`src/rtl/cpu_pkg.sv`:
```
// Shared definitions for the cpu_cu control unit: FSM states, opcodes and
// branch condition codes.
package cpu_pkg;

   typedef enum logic [3:0] {
      S_RESET,
      S_FETCH,
      S_DECODE,
      S_EX_ALU,
      S_EX_LD,
      S_EX_ST,
      S_EX_BR,
      S_EX_JR,
      S_HALT,
      S_FAULT,
      S_PAUSE
   } state_t;

   localparam logic [3:0] OP_LD  = 4'hB;
   localparam logic [3:0] OP_ST  = 4'hC;
   localparam logic [3:0] OP_BR  = 4'hD;
   localparam logic [3:0] OP_JR  = 4'hE;
   localparam logic [3:0] OP_HLT = 4'hF;

   localparam logic [3:0] BR_ALWAYS = 4'd0;
   localparam logic [3:0] BR_Z      = 4'd1;
   localparam logic [3:0] BR_NZ     = 4'd2;
   localparam logic [3:0] BR_C      = 4'd3;
   localparam logic [3:0] BR_NC     = 4'd4;
   localparam logic [3:0] BR_N      = 4'd5;
   localparam logic [3:0] BR_NN     = 4'd6;

endpackage

```
`src/rtl/cpu_cu_brcond.sv`:
```
// Branch condition evaluator: condition code plus C/N/Z flags -> taken.
module cpu_cu_brcond
   import cpu_pkg::*;
(
   input  logic [3:0] cond_i,
   input  logic       c_i,
   input  logic       n_i,
   input  logic       z_i,
   output logic       taken_o
);

   always_comb begin
      taken_o = 1'b0;
      case (cond_i)
         BR_ALWAYS: taken_o = 1'b1;
         BR_Z:      taken_o = z_i;
         BR_NZ:     taken_o = ~z_i;
         BR_C:      taken_o = c_i;
         BR_NC:     taken_o = ~c_i;
         BR_N:      taken_o = n_i;
         BR_NN:     taken_o = ~n_i;
         default:   taken_o = 1'b0;
      endcase
   end

endmodule

```
`src/rtl/cpu_cu.sv`:
```
// Control unit FSM for the 16-bit RISC core. Optional single-step mode
// (step input, PAUSE state) is enabled by defining CPU_CU_SINGLE_STEP_EN.
module cpu_cu
   import cpu_pkg::*;
#(
   parameter int TIMEOUT = 16,
   parameter int OPW     = 4
) (
   input  logic        clk,
   input  logic        reset,
`ifdef CPU_CU_SINGLE_STEP_EN
   input  logic        step,
`endif
   input  logic [15:0] ir,
   input  logic        C,
   input  logic        N,
   input  logic        Z,
   input  logic        mem_ready,
   output logic        w_en,
   output logic        s_sel,
   output logic        adr_sel,
   output logic        pc_ld,
   output logic        pc_inc,
   output logic        pc_sel,
   output logic        ir_ld,
   output logic        mem_rd,
   output logic        mem_wr,
   output logic        halted,
   output logic        fault
);

   localparam int CW = $clog2(TIMEOUT);

`ifdef CPU_CU_SINGLE_STEP_EN
   localparam state_t EX_NEXT = S_PAUSE;
`else
   localparam state_t EX_NEXT = S_FETCH;
`endif

   state_t          state_q, state_d;
   logic [CW-1:0]   cnt_q, cnt_d;
   logic [OPW-1:0]  op;
   logic            br_taken;
   logic            tmo;
   logic            unused_ir;

   assign op        = ir[15 -: OPW];
   assign tmo       = (cnt_q == CW'(TIMEOUT - 1));
   assign unused_ir = ^ir[7:0];

   cpu_cu_brcond u_brcond (
      .cond_i  (ir[11:8]),
      .c_i     (C),
      .n_i     (N),
      .z_i     (Z),
      .taken_o (br_taken)
   );

   always_ff @(posedge clk) begin
      if (reset) begin
         state_q <= S_RESET;
         cnt_q   <= '0;
      end else begin
         state_q <= state_d;
         cnt_q   <= cnt_d;
      end
   end

   // Counter defaults to zero so any state change clears it; only an
   // unanswered memory wait keeps it counting.
   always_comb begin
      state_d = state_q;
      cnt_d   = '0;
      w_en    = 1'b0;
      s_sel   = 1'b0;
      adr_sel = 1'b0;
      pc_ld   = 1'b0;
      pc_inc  = 1'b0;
      pc_sel  = 1'b0;
      ir_ld   = 1'b0;
      mem_rd  = 1'b0;
      mem_wr  = 1'b0;
      halted  = 1'b0;
      fault   = 1'b0;
      case (state_q)
         S_RESET: state_d = S_FETCH;
         S_FETCH: begin
            mem_rd = 1'b1;
            if (mem_ready) begin
               ir_ld   = 1'b1;
               pc_inc  = 1'b1;
               state_d = S_DECODE;
            end else if (tmo) begin
               state_d = S_FAULT;
            end else begin
               cnt_d = cnt_q + CW'(1);
            end
         end
         S_DECODE: begin
            if (op == OPW'(OP_LD))       state_d = S_EX_LD;
            else if (op == OPW'(OP_ST))  state_d = S_EX_ST;
            else if (op == OPW'(OP_BR))  state_d = S_EX_BR;
            else if (op == OPW'(OP_JR))  state_d = S_EX_JR;
            else if (op == OPW'(OP_HLT)) state_d = S_HALT;
            else                         state_d = S_EX_ALU;
         end
         S_EX_ALU: begin
            w_en    = 1'b1;
            state_d = EX_NEXT;
         end
         S_EX_LD: begin
            adr_sel = 1'b1;
            mem_rd  = 1'b1;
            if (mem_ready) begin
               w_en    = 1'b1;
               s_sel   = 1'b1;
               state_d = EX_NEXT;
            end else if (tmo) begin
               state_d = S_FAULT;
            end else begin
               cnt_d = cnt_q + CW'(1);
            end
         end
         S_EX_ST: begin
            adr_sel = 1'b1;
            mem_wr  = 1'b1;
            if (mem_ready)  state_d = EX_NEXT;
            else if (tmo)   state_d = S_FAULT;
            else            cnt_d   = cnt_q + CW'(1);
         end
         S_EX_BR: begin
            pc_ld   = br_taken;
            state_d = EX_NEXT;
         end
         S_EX_JR: begin
            pc_ld   = 1'b1;
            pc_sel  = 1'b1;
            state_d = EX_NEXT;
         end
         S_HALT:  halted = 1'b1;
         S_FAULT: fault  = 1'b1;
`ifdef CPU_CU_SINGLE_STEP_EN
         S_PAUSE: if (step) state_d = S_FETCH;
`endif
         default: state_d = S_RESET;
      endcase
   end

endmodule

```
`config.mk`:
```
export PLATFORM = sky130hd
export DESIGN_NAME = cpu_cu
export DESIGN_NICKNAME = d
export VERILOG_FILES = /design/src/rtl/cpu_pkg.sv /design/src/rtl/cpu_cu_brcond.sv /design/src/rtl/cpu_cu.sv
export SDC_FILE = /design/constraint.sdc
export NUM_CORES = 1
export LEC_CHECK = 0
export CAP_MARGIN = 20
export CORE_MARGIN = 4
export CORE_UTILIZATION = 38
export DETAILED_ROUTE_END_ITERATION = 10
export PLACE_DENSITY = 0.76
export SETUP_SLACK_MARGIN = 0.4
export SYNTH_ARGS = -nofsm -noshare
export SYNTH_HDL_FRONTEND = slang
export SYNTH_SLANG_ARGS = --single-unit
```
`constraint.sdc`:
```
create_clock -name clk -period 2.2 [get_ports clk]
set_input_delay 0.66 -clock clk [delete_from_list [all_inputs] [get_ports clk]]
set_output_delay 0.66 -clock clk [all_outputs]
set_load 0.02 [all_outputs]
```
# Word-level counts from Yosys, hierarchy flattened
# Index checks and enable logic that the tools add are counted.
# Widths: inputs -> output; s select.
[totals]
word_cells = 57
input_bits = 22
out_inout_bits = 11
ff_bits = 8
[op_classes]
n_eq_ne = 21
n_mux = 21
n_addsub = 1
reduce_logical = 8
bitwise = 4
[op_table]
columns = ["operator", "n"]
rows = [
  ["$eq 4x4->1 const B", 8],
  ["$mux 4", 8],
  ["$eq 4x3->1 const B", 7],
  ["$pmux 4 s5", 1],
  ["$eq 4x2->1 const B", 4],
  ["$mux 1", 9],
  ["$eq 4x1->1 const B", 2],
  ["$logic_not 4->1", 2],
  ["$reduce_or 4->1", 2],
  ["$pmux 1 s7", 1],
  ["$reduce_or 2->1", 3],
  ["$add 4x1->4 const B", 1],
  ["$not 1->1", 4],
  ["$pmux 1 s2", 2],
  ["$reduce_or 3->1", 1],
]

# Depth between registers and ports, before layout
[logic_depth]
ltp_word = 7
ltp_mapped = 4
mapped_depth_nobuf = 4

# Hierarchy
# A second synthesis with hierarchy kept.
[hier_totals]
hier_cells = 80
area_unflattened_um2 = 628.1
[modules_own_cells]
columns = ["module", "area_each_um2", "cells_each", "seq_area_each_um2", "n_inst"]
rows = [
  ["cpu_cu", 558.0, 70, 160.2, 1],
  ["cpu_cu_brcond", 70.1, 10, 0.0, 1],
]

# Worst setup path after synthesis
# Ideal clock, no wire load.
[synth_path]
path_type = "input port to output port"
start = "in Z"
end = "out pc_ld"
setup_slack_ns = 0.049
t_arrival_ns = 1.491
path_stages = 3
path_buffers = 0
cell_sequence = "or4bb_1 > nand4_1 > o31ai_1"
[synth_via]
elab_chain_len = 3
[synth_rtl]
columns = ["element", "line", "text"]
rows = [
  ["start, declared", "cpu_cu.sv:17", "input logic Z,"],
  ["$not 1->1", "cpu_cu_brcond.sv:17", "BR_NZ: taken_o = ~z_i;"],
  ["$pmux 1 s7 (*)", "cpu_cu_brcond.sv:14", "case (cond_i)"],
  ["$pmux 1 s2 (*)", "cpu_cu.sv:85", "case (state_q)"],
  ["end, declared", "cpu_cu.sv:22", "output logic pc_ld,"],
]
# Every way passes the cells marked *; elsewhere a longest branch is shown, timed or not.

# Worst setup path in the final report
[layout_path]
start = "in ir[8]"
end = "out pc_ld"
[layout_via]
elab_chain_len = 3
word_cells_on_any_way = 9
classes_between = "eq/ne (6); mux (2); reduce/logical (1)"
[layout_rtl]
columns = ["element", "line", "text"]
rows = [
  ["start, declared", "cpu_cu.sv:14", "input logic [15:0] ir,"],
  ["$eq 4x3->1, or another cell as far along", "cpu_cu_brcond.sv:14", ""],
  ["$pmux 1 s7 (*)", "cpu_cu_brcond.sv:14", ""],
  ["$pmux 1 s2 (*)", "cpu_cu.sv:85", ""],
]
# Marks and branches as above.

==> qor.yml <==
status: "finished with violations"
violations: "negative setup slack"
dp_cells: 126
yosysSeqAreaShare: 0.2530
peakVddDrop_v: 0.0004117
syn_inst: 77
post-route-drc-count: 0
max_freq_mhz: 433.3
nets: 147
grt_max_degree: 8
skew_ns: 0.001795
final_cells: 138
p_leak_nw: 0.5361
setup_ws_ns: -0.1079
fin_crit_ns: 2.308
synth_top_family_by_area: "simple AND/OR/NAND/NOR gates"
crit_chain: "buf_8, or4bb_1, nand4_1, o31ai_4, buf_6"
switchingPower_mw: 0.1499
vias: 838
overflow: 0
pwr-share-seq: 0.346
drv_cap: 0
gp_congestion: 0.8082
routed_via_density: 6.072
die_x_um: 48.82
cts.path.max_buffers: 2
combPwrFrac: 0.361
cp_num_buf_inv: 2
dieArea_um2: 2383
critical_path_class: "in2out"
cts_hold_buf: 0
crit_fanout: 5
cp.required_ns: 1.54
cp.depth: 5
synthMuxAreaShare: 0
final_layout_size_suffix_gt1_frac: 0.5656
netlist_area_um2: 633.1
num_rows: 14
synth_xor_area_frac: 0.02767
drt-total-wl_um: 2817
syn_area_per_cell_um2: 8.222
drv_slew: 0
async_flop_share: 0
clock_power_share: 0.293
ys_ff_latch: 8
cpMaxStageDelayCell: "or4bb_1"
tightest_slew_ns: 0.3482
die_h_um: 48.82
finalHoldViolCount: 0
finish.utilization: 0.8125
drt_iter0_drc: 38
detailed_place_hpwl_um: 1402
antenna_found_initial: 0
crit_arrival_ns: 1.65
synthAdderAreaFrac: 0.01976
synth_compound_area_frac: 0.1680
grt_use_total: 0.1857
cts_tree: "done"
relSlewSlack: 0.7674
timing.hold.ws_ns: 0.5257
cts_buffers: 3
clock_latency_ns: 0.28
switching_share: 0.3321
fin_crit_sh: 1.049
coreArea_um2: 1541
cp-start-kind: "input pin"
power_mw: 0.4513
h-tree-depth: 1
ff2ff_setup_slack_ns: 0.42
cp-end-kind: "output pin"
place_ws_ns: -0.8351
n_antenna_cell: 0
holdCritPathClass: "reg2reg"
clock-sinks: 8
crit_family: "simple AND/OR/NAND/NOR gates"
first_global_vias: 806
power.density_nw_per_um2: 360.4
yosys.area_share.simple: 0.4783
ff2ff_path_depth: 7
ant_nets: 0
syn_to_final_growth_pct: 97.83
yosysWarnings: 0
grt_first_pass_wirelength_um: 3539
ios: 33
clkTransAtPathRegs_ns: 0.07
wl_per_cell_um: 20.41
finalSetupViolCount: 1
synthDistinctLibCells: 38
synth_edf_count: 0
portBuffers: 24
ctsRootBufferMaster: "clkbuf_4"
dr.pass1.iters: 4
internal-power_mw: 0.3015
rsz0062_at_grt: "yes"
synth_fp_nets: 100
initial_core_util: 0.4107
cp_slowest_stage_delay_ns: 0.54
ys.flop_type: "dfxtp_1"
hold_depth: 2
==> state kept, by name (all words and copies together), names as in the netlist <==
register  flops
state_q       4
cnt_q         4
==> cell type report <==
cell class | instances | area, µm²
fillers | 93 | 289.0
clock buffers | 3 | 22.52
flip-flops and latches | 8 | 165.2
well taps | 16 | 20.02
multi-input cells | 63 | 590.6
inverters | 2 | 7.507
repair buffers | 46 | 446.7
==> repair_timing <==
action | 4_1_cts | 5_1_grt
resized for setup | 119 | 14
setup buffers | 5 | 4
endpoints found under the setup margin | 13 | 12
gates cloned | 0 | 0
pin swaps | 11 | 4
==> synth_stat cells (2+ instances only) <==
library cell | number | area share
nor3b_1 | 2 | 0.024
nand2b_1 | 4 | 0.040
a21oi_1 | 4 | 0.032
nor3_1 | 4 | 0.032
a21boi_0 | 4 | 0.047
and3b_1 | 2 | 0.028
clkbuf_1 | 2 | 0.012
nand4b_1 | 2 | 0.028
or3b_2 | 2 | 0.028
inv_1 | 2 | 0.012
xnor2_1 | 2 | 0.028
and3_1 | 3 | 0.030
nor2_1 | 5 | 0.030
dfxtp_1 | 8 | 0.25
nand3_1 | 4 | 0.032
nor2b_1 | 2 | 0.020
nand2_1 | 2 | 0.012
nand3b_1 | 3 | 0.036
==> cell usage in the layout, fill, tap and decap left out, types with 3 or more instances in the layout <==
cell,synthesis,routed
buf_2,0,3
buf_4,1,16
buf_6,1,16
clkbuf_4,0,3
clkdlybuf4s50_1,0,3
dfxtp_1,8,4
dfxtp_2,0,4
dlygate4sd2_1,0,3
nand2b_4,0,3
nand3_1,4,3
nand3b_1,3,3
nor2_1,5,3
==> power by group through the flow <==
stage	Clock [mW]	Sequential, mW	Combinational [mW]
final	0.132	0.156	0.163
after global routing	0.135	0.156	0.173
after CTS	0.128	0.154	0.140
after detailed placement	0	0.156	0.117
after global placement	0	0.156	0.115
after floorplan	0	0.155	0.0559
==> final timing paths <==
kind	start	end
worst max-delay path	ir[8]	pc_ld
worst min-delay path	cnt_q[1]	cnt_q[3]
worst max register to register	state_q[3]	state_q[3]
worst min register to register	cnt_q[1]	cnt_q[3]
==> cell families after synthesis <==
| kind of cell | Yosys count |
|---|---|
| AO/OA/AOI/OAI | 15 |
| flip-flops | 8 |
| buffers and inverters | 6 |
| AND/OR/NAND/NOR | 45 |
| adder cells (fa/ha/maj) | 1 |
| XOR/XNOR | 2 |
==> worst reg2reg max path, cell delays in order, from the launching register on <==
cell      delay [ns]
dfxtp_2         0.33
buf_6           0.13
nor2_4          0.15
buf_6           0.12
buf_4           0.09
buf_4           0.09
or4b_4          0.49
o311ai_1        0.28
==> through the flow <==
step	cell area [µm²]	setup TNS [ns]
finish	1252	-0.1079
global route	1252	-0.1280
CTS	1162	-0.04663
detailed placement	1001	-2.946
global placement	1001	-2.915
floorplan	659.4	0
==> metal layers <==
metal  wire [µm]  track usage
met3         197      0.03976
met1        1098       0.2402
met4         133       0.1076
met5           0            0
met2        1387       0.2804
No activity file was read; power rests on OpenSTA's default activity.
